$ cat src/rtl/bias_startup_ctrl_pkg.sv
// Shared types, widths and helpers for the bias/bandgap startup controller.
package bias_ctrl_pkg;

    localparam int unsigned TRIM_BIAS_W = 4;
    localparam int unsigned TRIM_CURV_W = 5;
    localparam int unsigned TRIM_VBG_W  = 5;

    // Encoding is visible on STATE_O, so the values are pinned.
    typedef enum logic [2:0] {
        StOff       = 3'd0,
        StStartup   = 3'd1,
        StSettle    = 3'd2,
        StWaitValid = 3'd3,
        StReady     = 3'd4,
        StFault     = 3'd5
    } bias_state_e;

    typedef struct packed {
        logic [TRIM_BIAS_W-1:0] bias;
        logic [TRIM_CURV_W-1:0] curv;
        logic [TRIM_VBG_W-1:0]  vbg;
    } trim_cfg_t;

    function automatic int unsigned max3(input int unsigned a, input int unsigned b,
                                         input int unsigned c);
        int unsigned m;
        m = (a > b) ? a : b;
        m = (m > c) ? m : c;
        return m;
    endfunction

endpackage

$ cat src/rtl/bias_startup_ctrl_if.sv
// Control-domain and IO-cell signals of the bias startup controller.
// master: the environment (always-on domain plus the cell); slave: the controller.
interface bias_startup_ctrl_if;
    import bias_ctrl_pkg::*;

    logic                   REQ_EN_I;
    logic                   REQ_VBIAS_I;
    logic                   TRIM_LOAD_I;
    logic [TRIM_BIAS_W-1:0] TRIM_BIAS_CFG_I;
    logic [TRIM_CURV_W-1:0] TRIM_CURV_CFG_I;
    logic [TRIM_VBG_W-1:0]  TRIM_VBG_CFG_I;
    logic                   BG_VALID_N_I;
    logic                   EN_O;
    logic                   BG_STARTUP_O;
    logic                   EN_VBIAS_O;
    logic [TRIM_BIAS_W-1:0] TRIM_BIAS_O;
    logic [TRIM_CURV_W-1:0] TRIM_CURV_O;
    logic [TRIM_VBG_W-1:0]  TRIM_VBG_O;
    logic                   READY_O;
    logic                   FAULT_O;
    logic [2:0]             STATE_O;
    logic [1:0]             RETRY_CNT_O;

    modport master (
        output REQ_EN_I, REQ_VBIAS_I, TRIM_LOAD_I,
        output TRIM_BIAS_CFG_I, TRIM_CURV_CFG_I, TRIM_VBG_CFG_I, BG_VALID_N_I,
        input  EN_O, BG_STARTUP_O, EN_VBIAS_O, TRIM_BIAS_O, TRIM_CURV_O, TRIM_VBG_O,
        input  READY_O, FAULT_O, STATE_O, RETRY_CNT_O
    );

    modport slave (
        input  REQ_EN_I, REQ_VBIAS_I, TRIM_LOAD_I,
        input  TRIM_BIAS_CFG_I, TRIM_CURV_CFG_I, TRIM_VBG_CFG_I, BG_VALID_N_I,
        output EN_O, BG_STARTUP_O, EN_VBIAS_O, TRIM_BIAS_O, TRIM_CURV_O, TRIM_VBG_O,
        output READY_O, FAULT_O, STATE_O, RETRY_CNT_O
    );

endinterface

$ cat src/rtl/bias_startup_ctrl_sync_2ff.sv
// Two-flop synchronizer with a configurable reset value.
module bias_sync_2ff #(
    parameter logic RST_VAL = 1'b1
) (
    input  logic clk_i,
    input  logic rst_i,
    input  logic d_i,
    output logic q_o
);

    logic meta_q;
    logic sync_q;

    // Shift the asynchronous input through two flops.
    always_ff @(posedge clk_i) begin
        if (rst_i) begin
            meta_q <= RST_VAL;
            sync_q <= RST_VAL;
        end else begin
            meta_q <= d_i;
            sync_q <= meta_q;
        end
    end

    assign q_o = sync_q;

endmodule

$ cat src/rtl/bias_startup_ctrl.sv
// Power-up sequencer for the bias/bandgap IO cell: enable, timed startup pulse,
// settle, valid check with timeout/retry, plus shadowed trim codes.
module bias_startup_ctrl
    import bias_ctrl_pkg::*;
#(
    parameter int unsigned            STARTUP_CYCLES = 16,
    parameter int unsigned            SETTLE_CYCLES  = 64,
    parameter int unsigned            TIMEOUT_CYCLES = 256,
    parameter int unsigned            MAX_RETRIES    = 3,
    parameter logic [TRIM_BIAS_W-1:0] TRIM_BIAS_RST  = 4'h8,
    parameter logic [TRIM_CURV_W-1:0] TRIM_CURV_RST  = 5'h10,
    parameter logic [TRIM_VBG_W-1:0]  TRIM_VBG_RST   = 5'h10
) (
    input  logic                CLK_I,
    input  logic                RST_I,
    bias_startup_ctrl_if.slave  bus
);

    localparam int unsigned CntMax = max3(STARTUP_CYCLES, SETTLE_CYCLES, TIMEOUT_CYCLES);
    localparam int unsigned CntW   = $clog2(CntMax) + 1;

    localparam logic [CntW-1:0] CntOne      = CntW'(1);
    localparam logic [CntW-1:0] StartupLoad = CntW'(STARTUP_CYCLES - 1);
    localparam logic [CntW-1:0] SettleLoad  = CntW'(SETTLE_CYCLES - 1);
    localparam logic [CntW-1:0] TimeoutLoad = CntW'(TIMEOUT_CYCLES - 1);
    localparam logic [1:0]      RetryMax    = 2'(MAX_RETRIES);

    localparam trim_cfg_t TrimRst = '{bias: TRIM_BIAS_RST, curv: TRIM_CURV_RST,
                                      vbg: TRIM_VBG_RST};

    if (MAX_RETRIES > 3) begin : g_bad_retries
        $error("MAX_RETRIES must not exceed 3 (RETRY_CNT_O is 2 bits)");
    end
    if (STARTUP_CYCLES < 1 || SETTLE_CYCLES < 1 || TIMEOUT_CYCLES < 1) begin : g_bad_cycles
        $error("cycle parameters must be at least 1");
    end

    bias_state_e      state_q;
    logic [CntW-1:0]  cnt_q;
    logic [1:0]       retry_q;
    logic             en_q;
    logic             bg_startup_q;
    logic             en_vbias_q;
    logic             ready_q;
    logic             fault_q;
    trim_cfg_t        trim_q;
    trim_cfg_t        pend_buf_q;
    logic             pend_q;

    logic             sync_out;
    logic             valid_s;
    logic             retry_ok;
    logic             trim_apply_ok;
    trim_cfg_t        trim_cfg;

    bias_sync_2ff #(
        .RST_VAL (1'b1)
    ) u_valid_sync (
        .clk_i (CLK_I),
        .rst_i (RST_I),
        .d_i   (bus.BG_VALID_N_I),
        .q_o   (sync_out)
    );

    assign valid_s       = ~sync_out;
    assign retry_ok      = (retry_q < RetryMax);
    assign trim_apply_ok = (state_q == StOff) || (state_q == StReady);
    assign trim_cfg      = '{bias: bus.TRIM_BIAS_CFG_I, curv: bus.TRIM_CURV_CFG_I,
                             vbg: bus.TRIM_VBG_CFG_I};

    // Sequencer FSM; every output is registered alongside the state it belongs to.
    always_ff @(posedge CLK_I) begin
        if (RST_I) begin
            state_q      <= StOff;
            cnt_q        <= '0;
            retry_q      <= '0;
            en_q         <= 1'b0;
            bg_startup_q <= 1'b0;
            en_vbias_q   <= 1'b0;
            ready_q      <= 1'b0;
            fault_q      <= 1'b0;
        end else if (!bus.REQ_EN_I) begin
            // Dropping the request aborts from anywhere and clears fault/retry history.
            state_q      <= StOff;
            cnt_q        <= '0;
            retry_q      <= '0;
            en_q         <= 1'b0;
            bg_startup_q <= 1'b0;
            en_vbias_q   <= 1'b0;
            ready_q      <= 1'b0;
            fault_q      <= 1'b0;
        end else begin
            unique case (state_q)
                StOff: begin
                    state_q      <= StStartup;
                    cnt_q        <= StartupLoad;
                    retry_q      <= '0;
                    en_q         <= 1'b1;
                    bg_startup_q <= 1'b1;
                end
                StStartup: begin
                    if (cnt_q == '0) begin
                        state_q      <= StSettle;
                        cnt_q        <= SettleLoad;
                        bg_startup_q <= 1'b0;
                    end else begin
                        cnt_q <= cnt_q - CntOne;
                    end
                end
                StSettle: begin
                    if (cnt_q == '0) begin
                        state_q <= StWaitValid;
                        cnt_q   <= TimeoutLoad;
                    end else begin
                        cnt_q <= cnt_q - CntOne;
                    end
                end
                StWaitValid: begin
                    // Valid is checked first so it wins over a simultaneous timeout.
                    if (valid_s) begin
                        state_q    <= StReady;
                        ready_q    <= 1'b1;
                        en_vbias_q <= 1'b0;
                    end else if (cnt_q == '0) begin
                        if (retry_ok) begin
                            state_q      <= StStartup;
                            cnt_q        <= StartupLoad;
                            retry_q      <= retry_q + 2'd1;
                            bg_startup_q <= 1'b1;
                        end else begin
                            state_q <= StFault;
                            fault_q <= 1'b1;
                            en_q    <= 1'b0;
                        end
                    end else begin
                        cnt_q <= cnt_q - CntOne;
                    end
                end
                StReady: begin
                    if (!valid_s) begin
                        ready_q    <= 1'b0;
                        en_vbias_q <= 1'b0;
                        if (retry_ok) begin
                            state_q      <= StStartup;
                            cnt_q        <= StartupLoad;
                            retry_q      <= retry_q + 2'd1;
                            bg_startup_q <= 1'b1;
                        end else begin
                            state_q <= StFault;
                            fault_q <= 1'b1;
                            en_q    <= 1'b0;
                        end
                    end else begin
                        en_vbias_q <= bus.REQ_VBIAS_I;
                    end
                end
                StFault: begin
                    state_q <= StFault;
                end
                default: begin
                    state_q      <= StOff;
                    cnt_q        <= '0;
                    en_q         <= 1'b0;
                    bg_startup_q <= 1'b0;
                    en_vbias_q   <= 1'b0;
                    ready_q      <= 1'b0;
                end
            endcase
        end
    end

    // Trim shadow: direct load in OFF/READY, otherwise buffered until OFF/READY.
    always_ff @(posedge CLK_I) begin
        if (RST_I) begin
            trim_q     <= TrimRst;
            pend_buf_q <= TrimRst;
            pend_q     <= 1'b0;
        end else if (bus.TRIM_LOAD_I) begin
            if (trim_apply_ok) begin
                trim_q <= trim_cfg;
                pend_q <= 1'b0;
            end else begin
                pend_buf_q <= trim_cfg;
                pend_q     <= 1'b1;
            end
        end else if (pend_q && trim_apply_ok) begin
            trim_q <= pend_buf_q;
            pend_q <= 1'b0;
        end
    end

    assign bus.EN_O         = en_q;
    assign bus.BG_STARTUP_O = bg_startup_q;
    assign bus.EN_VBIAS_O   = en_vbias_q;
    assign bus.READY_O      = ready_q;
    assign bus.FAULT_O      = fault_q;
    assign bus.STATE_O      = state_q;
    assign bus.RETRY_CNT_O  = retry_q;
    assign bus.TRIM_BIAS_O  = trim_q.bias;
    assign bus.TRIM_CURV_O  = trim_q.curv;
    assign bus.TRIM_VBG_O   = trim_q.vbg;

endmodule

$ cat src/flat_wrapper.sv
// flat-port wrapper written by rule: the top's interface ports become plain ports
module bias_startup_ctrl_flat import bias_ctrl_pkg::*;
#(
    parameter int unsigned            STARTUP_CYCLES = 16,
    parameter int unsigned            SETTLE_CYCLES  = 64,
    parameter int unsigned            TIMEOUT_CYCLES = 256,
    parameter int unsigned            MAX_RETRIES    = 3,
    parameter logic [TRIM_BIAS_W-1:0] TRIM_BIAS_RST  = 4'h8,
    parameter logic [TRIM_CURV_W-1:0] TRIM_CURV_RST  = 5'h10,
    parameter logic [TRIM_VBG_W-1:0]  TRIM_VBG_RST   = 5'h10
)
  (CLK_I, RST_I, bus_REQ_EN_I, bus_REQ_VBIAS_I, bus_TRIM_LOAD_I, bus_TRIM_BIAS_CFG_I, bus_TRIM_CURV_CFG_I, bus_TRIM_VBG_CFG_I, bus_BG_VALID_N_I, bus_EN_O, bus_BG_STARTUP_O, bus_EN_VBIAS_O, bus_TRIM_BIAS_O, bus_TRIM_CURV_O, bus_TRIM_VBG_O, bus_READY_O, bus_FAULT_O, bus_STATE_O, bus_RETRY_CNT_O);
  bias_startup_ctrl_if bus_i ();
  input  logic CLK_I;
  input  logic RST_I;
  input wire logic [$bits(bus_i.REQ_EN_I)-1:0] bus_REQ_EN_I;
  input wire logic [$bits(bus_i.REQ_VBIAS_I)-1:0] bus_REQ_VBIAS_I;
  input wire logic [$bits(bus_i.TRIM_LOAD_I)-1:0] bus_TRIM_LOAD_I;
  input wire logic [$bits(bus_i.TRIM_BIAS_CFG_I)-1:0] bus_TRIM_BIAS_CFG_I;
  input wire logic [$bits(bus_i.TRIM_CURV_CFG_I)-1:0] bus_TRIM_CURV_CFG_I;
  input wire logic [$bits(bus_i.TRIM_VBG_CFG_I)-1:0] bus_TRIM_VBG_CFG_I;
  input wire logic [$bits(bus_i.BG_VALID_N_I)-1:0] bus_BG_VALID_N_I;
  output wire logic [$bits(bus_i.EN_O)-1:0] bus_EN_O;
  output wire logic [$bits(bus_i.BG_STARTUP_O)-1:0] bus_BG_STARTUP_O;
  output wire logic [$bits(bus_i.EN_VBIAS_O)-1:0] bus_EN_VBIAS_O;
  output wire logic [$bits(bus_i.TRIM_BIAS_O)-1:0] bus_TRIM_BIAS_O;
  output wire logic [$bits(bus_i.TRIM_CURV_O)-1:0] bus_TRIM_CURV_O;
  output wire logic [$bits(bus_i.TRIM_VBG_O)-1:0] bus_TRIM_VBG_O;
  output wire logic [$bits(bus_i.READY_O)-1:0] bus_READY_O;
  output wire logic [$bits(bus_i.FAULT_O)-1:0] bus_FAULT_O;
  output wire logic [$bits(bus_i.STATE_O)-1:0] bus_STATE_O;
  output wire logic [$bits(bus_i.RETRY_CNT_O)-1:0] bus_RETRY_CNT_O;
  assign bus_i.REQ_EN_I = bus_REQ_EN_I;
  assign bus_i.REQ_VBIAS_I = bus_REQ_VBIAS_I;
  assign bus_i.TRIM_LOAD_I = bus_TRIM_LOAD_I;
  assign bus_i.TRIM_BIAS_CFG_I = bus_TRIM_BIAS_CFG_I;
  assign bus_i.TRIM_CURV_CFG_I = bus_TRIM_CURV_CFG_I;
  assign bus_i.TRIM_VBG_CFG_I = bus_TRIM_VBG_CFG_I;
  assign bus_i.BG_VALID_N_I = bus_BG_VALID_N_I;
  assign bus_EN_O = bus_i.EN_O;
  assign bus_BG_STARTUP_O = bus_i.BG_STARTUP_O;
  assign bus_EN_VBIAS_O = bus_i.EN_VBIAS_O;
  assign bus_TRIM_BIAS_O = bus_i.TRIM_BIAS_O;
  assign bus_TRIM_CURV_O = bus_i.TRIM_CURV_O;
  assign bus_TRIM_VBG_O = bus_i.TRIM_VBG_O;
  assign bus_READY_O = bus_i.READY_O;
  assign bus_FAULT_O = bus_i.FAULT_O;
  assign bus_STATE_O = bus_i.STATE_O;
  assign bus_RETRY_CNT_O = bus_i.RETRY_CNT_O;
  bias_startup_ctrl #(.STARTUP_CYCLES(STARTUP_CYCLES), .SETTLE_CYCLES(SETTLE_CYCLES), .TIMEOUT_CYCLES(TIMEOUT_CYCLES), .MAX_RETRIES(MAX_RETRIES), .TRIM_BIAS_RST(TRIM_BIAS_RST), .TRIM_CURV_RST(TRIM_CURV_RST), .TRIM_VBG_RST(TRIM_VBG_RST)) u_core (.CLK_I(CLK_I), .RST_I(RST_I), .bus(bus_i));
endmodule
$ cat config.mk
export PLATFORM = sky130hd
export DESIGN_NAME = bias_startup_ctrl_flat
export DESIGN_NICKNAME = d
export VERILOG_FILES = /design/src/rtl/bias_startup_ctrl_pkg.sv /design/src/rtl/bias_startup_ctrl_if.sv /design/src/rtl/bias_startup_ctrl_sync_2ff.sv /design/src/rtl/bias_startup_ctrl.sv /design/src/flat_wrapper.sv
export SDC_FILE = /design/constraint.sdc
export NUM_CORES = 1
export LEC_CHECK = 0
export ABC_CLOCK_PERIOD_IN_PS = 2400
export BUFFER_PORTS_ARGS = -buffer_cell sky130_fd_sc_hd__buf_2
export CELL_PAD_IN_SITES_DETAIL_PLACEMENT = 0
export CELL_PAD_IN_SITES_GLOBAL_PLACEMENT = 1
export CORE_ASPECT_RATIO = 2
export CORE_MARGIN = 2
export CORE_UTILIZATION = 35
export CTS_CLUSTER_DIAMETER = 40
export DETAILED_ROUTE_END_ITERATION = 10
export PLACE_DENSITY = 0.71
export SLEW_MARGIN = 20
export SYNTH_ARGS = -nofsm -noshare
export SYNTH_HDL_FRONTEND = slang
export SYNTH_SLANG_ARGS = --single-unit
$ cat constraint.sdc
create_clock -name CLK_I -period 2.4 [get_ports CLK_I]
set_input_delay 0.48 -clock CLK_I [delete_from_list [all_inputs] [get_ports CLK_I]]
set_output_delay 0.48 -clock CLK_I [all_outputs]
set_load 0.01 [all_outputs]
==> results of run 1 <==
-- power breakdown --
part	total, mW	switching (mW)	internal [mW]
Sequential	0.913	0.0373	0.876
Combinational	0.328	0.191	0.137
Clock	0.684	0.304	0.380
-- area by class of cell --
cell class / instances / area (µm²)
Tap cell: 92 / 115.1
Fill cell: 770 / 4163
Multi-Input combinational cell: 233 / 1403
Timing Repair Buffer: 55 / 305.3
Sequential cell: 50 / 1001
Clock buffer: 5 / 125.1
Inverter: 8 / 30.03
Clock inverter: 2 / 15.01
-- what timing repair did --
item                       in CTS  in global routing
setup endpoints to repair       0                  1
hold buffers                    0                  0
gates resized for setup         0                  1
setup buffers                   0                  0
-- cells in the final DEF, fill, tap and decap left out, types with 2 or more instances in the layout --
master and n:
nor2_1 34, nor3_1 8, a31oi_1 4, a221oi_1 2
xor2_1 2, or2_2 3, buf_4 12, a22oi_1 4
or3_1 2, buf_2 43, nand2b_1 3, ha_1 2
o21ai_0 17, clkbuf_16 5, dfxtp_1 50, a32oi_1 2
nand3_1 6, o211ai_1 2, a211oi_1 13, nand2_1 43
o21ai_1 3, o31ai_1 2, mux2i_1 15, a22o_1 2
nand3b_1 4, a21oi_1 31, inv_1 7, o311ai_1 2
a211o_1 3, clkinvlp_4 2, nor2b_1 5
-- state kept, by name, summed over array words and instances (netlist names), 2 cells and up --
| signal | cells |
|---|---|
| u_core.pend_buf_q | 14 |
| u_core.bus.TRIM_CURV_O | 5 |
| u_core.bus.STATE_O | 3 |
| u_core.bus.RETRY_CNT_O | 2 |
| u_core.bus.TRIM_VBG_O | 5 |
| u_core.cnt_q | 9 |
| u_core.bus.TRIM_BIAS_O | 4 |
-- per-layer routing --
metal  up-vias  track usage, %  part of all wire (%)
met4         0           6.258                   2.1
met5         -               0                     0
met3        10           3.433                   5.8
met2        85           26.72                    48
li1       1202               -                     -
met1      1113           23.13                    44
-- metrics by stage --
step	total power [mW]	setup WS [ps]	util, %
final	1.925	318.1	41.84
after CTS	1.946	253.9	41.82
after floorplan	1.156	523.2	-
after global routing	2.021	79.39	41.84
after global placement	1.252	379.0	39.86
after detailed placement	1.258	265.3	39.86
-- cells by family after synthesis --
family	synth area share (%)
mux	5.914
xor+xnor	1.035
simple gates	21.24
compound gates	25.83
fa+ha+maj	0.9855
flops	39.43
buf+inv	5.569
-- critical path: cells and delay by family (launching register included) --
| family | cells | cell delay (ps) |
|---|---|---|
| simple gates | 4 | 930 |
| fa+ha+maj | 1 | 250 |
| buf+inv | 1 | 100 |
| flops | 1 | 360 |
| compound gates | 1 | 330 |
-- worst max path at each step --
stage	startpoint	end	slack [ps]	depth (start not counted)
3_3_place_gp	u_core.cnt_q[1]	u_core.bus.STATE_O[2]	380	7
5_1_grt	u_core.cnt_q[0]	u_core.bus.STATE_O[2]	80	7
4_1_cts	u_core.cnt_q[0]	u_core.bus.STATE_O[2]	250	7
2_1_floorplan	u_core.cnt_q[1]	u_core.bus.STATE_O[2]	520	9
6_report	u_core.cnt_q[0]	u_core.bus.STATE_O[2]	320	7
3_5_place_dp	u_core.cnt_q[0]	u_core.bus.STATE_O[2]	270	7
==> Implementation_results.wiki, run 1 <==
{| class="wikitable"
! Metric !! Value
|-
| Clock insertion delay at the later pin of the skew report || 290 ps
|-
| Post-synthesis cell area || approximately 2500 µm²
|-
| # Max-Cap Violations || 0
|-
| Clock Skews || 4.510 ps
|-
| Total number of nets in the final design || 375
|-
| Cell accounting for the most synthesized area || dfxtp_1
|-
| Netlist cell types || 50
|-
| Deepest clock path buffer count || 2
|-
| Residual antenna-violating net count after detailed routing || 0
|-
| Via total after detailed routing || about 2400
|-
| Mean instance size in the synthesized netlist || between 8 and 9 µm²
|-
| Hold Startpoint || bus_BG_VALID_N_I
|-
| Flip-flop and latch count after synthesis || 50
|-
| Startpoint of the lowest-slack register-to-register path || u_core.cnt_q[0]
|-
| VDD IR-drop max || 469.1 µV
|-
| Crit path max-delay cell type || nor4b_2
|-
| Total iterations of the first detailed-routing run || 4
|-
| Aggregate negative setup slack || 0 ps
|-
| Warnings, synthesis || 0
|-
| Die boundary height || 124.4 µm
|-
| Clock tree sinks || 50
|-
| CP max stage delay || 390 ps
|-
| Data arrival time at the worst-slack endpoint || ~2300 ps
|-
| Time the worst path needs with I/O delays and setup || approximately 2100 ps
|-
| Placed Cells incl. Taps || between 400 and 500
|-
| Count of mapped cells out of synthesis || roughly 320
|-
| Worst hold path cell count || 2
|-
| Crit start category || flop
|-
| Post-DR wirelength/cell || 14.45 µm
|-
| IO Port Bufs || 43
|-
| Total congestion overflow after global routing || 0
|-
| DRC violations left || 0
|-
| Maximum number of pins on one net before global-route repair || 32
|-
| Initial antenna violation count || 0
|-
| Leak pwr || 1.207 nW
|-
| Overall routed net length || between 6 and 7 mm
|-
| Worst EP required || 2570 ps
|-
| Core area || slightly above 7000 µm²
|-
| Worst reg-to-reg path cell count || 7
|-
| Cell area reported after detailed placement || around 2900 µm²
|-
| H-tree levels || 2
|-
| Status || completed
|-
| Effective utilization at floorplan || 35.47%
|-
| Max-Slew Margin vs Limit || a little under three fifths
|-
| Overall global routing resource usage || between 15 and 20%
|-
| Cells taking the most area after synthesis || dfxtp_1 (39%), nand2_1 (6.4%), a21oi_1 (6.1%)
|-
| Most used DFF post-synth || dfxtp_1
|-
| Power density cells || ~640 nW/µm²
|-
| Cell chain of the critical path || inv_1 > ha_1 > nor4b_2 > and2_2 > nand2_1 > a221oi_1 > nor2_1
|-
| Area share of the largest cell type after synthesis || 39.43%
|-
| Worst hold margin || just under 400 ps
|-
| Count of endpoints failing hold in the final timing report || 0
|-
| TritonCTS clock tree || done
|-
| Fraction of layout instances using a drive strength above 1 || around a fifth
|-
| Area growth from synthesis to layout || 17.94%
|-
| Vias in the first global route || ~2300
|-
| Net count of the mapped netlist || ~340
|-
| Placed wire-length estimate after detailed placement || around 4.5 mm
|-
| Endpoint, Worst Hold || u_core.u_valid_sync.meta_q
|-
| Critical path capture point type || flop
|-
| Class of the most critical hold timing path || input pin to flop
|-
| CTS root buf || clkbuf_16
|-
| Routability-driven placement congestion ratio || just under 0.9
|-
| Wire length of the first global-routing pass || between 10 and 15 mm
|-
| Proportion of synthesized chip area in sequential cells || 39.43%
|-
| Number of antenna repair diodes || 0
|-
| Share of flip-flops with an asynchronous set or reset || 0%
|-
| Number of DRC markers after the initial detailed-route iteration || between 150 and 200
|-
| Reg2reg setup slack || 320 ps
|-
| DIE WIDTH || between 60 and 70 µm
|-
| Portion of the clock cycle consumed by the worst path in the final layout || between 80 and 90%
|-
| Number of enable flip-flop cells after synthesis || 0
|-
| Cts bufs inserted || 5
|-
| Maximum frequency from static timing analysis || ~480 MHz
|-
| Worst Path Max Fanout || 10
|-
| Least-Margin Pin Slew || about 640 ps
|-
| Final Cell Area || around 3000 µm²
|-
| Final slew viol count || 0
|-
| Worst reg2reg endpoint || u_core.bus.STATE_O[2]
|-
| Routed via count divided by cell count || 5.416
|-
| Layout Cells excl Fill || roughly 450
|-
| Number of rows created at floorplan || 44
|-
| I/O pin cnt || between 40 and 50
|-
| Clock transition at the register clock pins on the worst setup and hold paths after CTS || 70 ps
|-
| WS Path Type || flop to flop
|-
| Top-count cell post-synth || dfxtp_1
|-
| Die Outline Area || between 7000 and 8000 µm²
|-
| Final setup viols || 0
|-
| Ranking of synthesized cells by instance count || dfxtp_1 (50), nand2_1 (43), nor2_1 (34), a21oi_1 (31), o21ai_0 (17)
|-
| Setup repair after global routing missed its margin || false
|}
No activity file was read; power rests on OpenSTA's default activity.
==> run 2, diff against run 1 <==
- CORE_ASPECT_RATIO: 2 -> 0.7
==> Implementation_results.wiki, run 2 (same netlist as run 1, synthesis figures left out) <==
{| class="wikitable"
! Metric !! Value
|-
| Clock Skews || 9.913 ps (was 4.510 ps)
|-
| Sequential fraction of design power || 50.7% (was 47.4%)
|-
| Most used cells in the layout excluding fill and tap cells || dfxtp_1 (50), nand2_1 (43), buf_2 (43) (unchanged)
|-
| Setup repair after global routing missed its margin || false (unchanged)
|-
| Worst slack at placement || 308.4 ps (was 265.3 ps)
|-
| Core area || 6882 µm² (was 7157 µm²)
|-
| Highest metal layer with signal wires || met4 (unchanged)
|-
| Leak pwr || 1.205 nW (was 1.207 nW)
|-
| Data arrival time at the worst-slack endpoint || 2390 ps (was 2260 ps)
|-
| Switch share || 28.69% (was 27.63%)
|-
| Die boundary height || 75.26 µm (was 124.4 µm)
|-
| Routed via count divided by cell count || 5.223 (was 5.416)
|-
| # Post-CTS Setup Buffers || 0 (unchanged)
|-
| Power density cells || 602.6 nW/µm² (was 642.8 nW/µm²)
|-
| IO Port Bufs || 43 (unchanged)
|-
| Placed wire-length estimate after detailed placement || 4.743 mm (was 4.545 mm)
|-
| Least-Margin Pin Slew || 510.9 ps (was 640.2 ps)
|-
| Largest register FFs || 14 (unchanged)
|-
| DRC violations left || 0 (unchanged)
|-
| Most common cell after layout, fill and taps aside || dfxtp_1 (unchanged)
|-
| Internal portion of total power || 1.275 mW (was 1.393 mW)
|-
| Total net switching power || 513.2 µW (was 531.8 µW)
|-
| Reg2reg setup slack || 200 ps (was 320 ps)
|-
| Routed metal-1 wirelength || 3.629 mm (was 2.820 mm)
|-
| Final slew viol count || 0 (unchanged)
|-
| Cts bufs inserted || 5 (unchanged)
|-
| Number of DRC markers after the initial detailed-route iteration || 185 (was 169)
|-
| CTS root buf || clkbuf_8 (was clkbuf_16)
|-
| Effective utilization at floorplan || 36.89% (was 35.47%)
|-
| Length of routed met3 wiring || 279 µm (was 370 µm)
|-
| Total congestion overflow after global routing || 0 (unchanged)
|-
| Initial antenna violation count || 0 (unchanged)
|-
| Overall global routing resource usage || 16.81% (was 17.11%)
|-
| Maximum frequency from static timing analysis || 453.8 MHz (was 480.3 MHz)
|-
| Footprint of the multi-input gates || 1401 µm² (was 1403 µm²)
|-
| Total number of nets in the final design || 376 (was 375)
|-
| Portion of the clock cycle consumed by the worst path in the final layout || 91.82% (was 86.74%)
|-
| Residual antenna-violating net count after detailed routing || 0 (unchanged)
|-
| Die Outline Area || 7962 µm² (was 7992 µm²)
|-
| Routability-driven placement congestion ratio || 0.8537 (was 0.8662)
|-
| Worst reg-to-reg path cell count || 7 (unchanged)
|-
| Fraction of layout instances using a drive strength above 1 || 21.13% (was 20.96%)
|-
| Count of endpoints failing hold in the final timing report || 0 (unchanged)
|-
| Endpoint, Worst Hold || u_core.u_valid_sync.meta_q (unchanged)
|-
| WS Path Type || flop to flop (unchanged)
|-
| Class of the most critical hold timing path || input pin to flop (unchanged)
|-
| Worst hold path cell count || 2 (unchanged)
|-
| Hold_buf cts || 0 (unchanged)
|-
| Overall routed net length || 6.552 mm (was 6.429 mm)
|-
| Fill cell count || 754 (was 770)
|-
| Register cell area after layout || 1001 µm² (unchanged)
|-
| Largest Register || u_core.pend_buf_q (unchanged)
|-
| Clock tree sinks || 50 (unchanged)
|-
| DIE WIDTH || 105.8 µm (was 64.22 µm)
|-
| Status || completed (unchanged)
|-
| Time the worst path needs with I/O delays and setup || 2204 ps (was 2082 ps)
|-
| Largest registers ranked by flip-flop count || u_core.pend_buf_q: 14 flops, u_core.cnt_q: 9 flops (unchanged)
|-
| Post-DR wirelength/cell || 14.59 µm (was 14.45 µm)
|-
| Via total after detailed routing || 2345 (was 2410)
|-
| I/O pin cnt || 44 (unchanged)
|-
| Number of antenna repair diodes || 0 (unchanged)
|-
| Worst EP required || 2590 ps (was 2570 ps)
|-
| Hold Startpoint || bus_BG_VALID_N_I (unchanged)
|-
| Worst reg2reg endpoint || u_core.bus.STATE_O[2] (unchanged)
|-
| Detailed route wirelength on metal2 || 2.607 mm (was 3.105 mm)
|-
| H-tree levels || 2 (unchanged)
|-
| Crit start category || flop (unchanged)
|-
| Critical path capture point type || flop (unchanged)
|-
| Worst Path Max Fanout || 10 (unchanged)
|-
| Number of rows created at floorplan || 25 (was 44)
|-
| Wire length of the first global-routing pass || 10.70 mm (was 11.11 mm)
|-
| Worst path setup slack after routing || 196.3 ps (was 318.1 ps)
|-
| TritonCTS clock tree || done (unchanged)
|-
| Vias in the first global route || 2046 (was 2325)
|-
| Startpoint of the lowest-slack register-to-register path || u_core.cnt_q[0] (unchanged)
|-
| Aggregate negative setup slack || 0 ps (unchanged)
|-
| Final setup viols || 0 (unchanged)
|-
| Max-Slew Margin vs Limit || 65.94% (was 57.26%)
|-
| Area growth from synthesis to layout || 16.91% (was 17.94%)
|-
| Combinational share of power || 18.7% (was 17.0%)
|-
| Clock transition at the register clock pins on the worst setup and hold paths after CTS || 90 ps (was 70 ps)
|-
| Total iterations of the first detailed-routing run || 4 (unchanged)
|-
| Clock network fraction of design power || 30.6% (was 35.5%)
|-
| Maximum number of pins on one net before global-route repair || 32 (unchanged)
|-
| Clock insertion delay at the later pin of the skew report || 300 ps (was 290 ps)
|-
| VDD IR-drop max || 362.7 µV (was 469.1 µV)
|-
| # Max-Cap Violations || 0 (unchanged)
|-
| Count of instances resized after the clock tree is built || 0 (unchanged)
|-
| Deepest clock path buffer count || 2 (unchanged)
|}
run 2: cell types whose count changed in the layout (fill, tap and decap cells not counted):
cell	before	now
buf_4	12	13
clkinv_4	0	1
clkinvlp_4	2	0
and2_1	0	1
and2_2	1	0
clkbuf_8	0	7
clkbuf_16	5	0
run 2: metrics by stage:
step | hold WS (ps) | power [mW] | instances | util [%] | instance area, µm²
after floorplan | 389.5 | 1.156 | 315 | - | 2539
after global placement | 393.8 | 1.260 | 441 | 41.60 | 2863
final | 356.3 | 1.788 | 449 | 43.13 | 2968
after global routing | 356.9 | 1.888 | 449 | 43.13 | 2968
after CTS | 348.8 | 1.804 | 449 | 43.13 | 2968
after detailed placement | 393.6 | 1.257 | 441 | 41.60 | 2863
run 2: power groups by stage:
stage	sequential, mW	combinational (mW)	clock, mW
5_1_grt	0.914	0.371	0.603
2_1_floorplan	0.931	0.225	0
3_3_place_gp	0.926	0.334	0
4_1_cts	0.907	0.332	0.565
6_report	0.907	0.334	0.548
3_5_place_dp	0.926	0.331	0
run 2: worst max-delay path by stage:
| stage | from | end | slack [ps] |
|---|---|---|---|
| 2_1_floorplan | u_core.cnt_q[1] | u_core.bus.STATE_O[2] | 520 |
| 3_3_place_gp | u_core.cnt_q[0] | u_core.bus.STATE_O[2] | 380 |
| 3_5_place_dp | u_core.cnt_q[0] | u_core.bus.STATE_O[2] | 310 |
| 4_1_cts | u_core.cnt_q[0] | u_core.bus.STATE_O[2] | 270 |
| 5_1_grt | u_core.cnt_q[0] | u_core.bus.STATE_O[2] | 8 |
| 6_report | u_core.cnt_q[0] | u_core.bus.STATE_O[2] | 200 |
run 2: metal layers:
layer / track usage, % / up-vias
met3: 3.377 / 4
met2: 22.72 / 47
met5: 0 / -
met4: 2.193 / 0
met1: 27.32 / 1088
li1: - / 1206
run 2: worst max-delay path, cell delays in order, from the launching register on:
cell and delay (ps):
dfxtp_1 370, inv_1 100, ha_1 270, nor4b_2 360
and2_1 410, nand2_1 130, a221oi_1 350, nor2_1 90
run 2: area by class of cell:
type | instances | share of cell area (%)
inverters | 8 | 1.012
multi-input cells | 233 | 47.22
repair buffers | 56 | 10.54
clock buffers | 7 | 3.246
clock inverters | 1 | 0.2951
flip-flops and latches | 50 | 33.73
well taps | 94 | 3.963
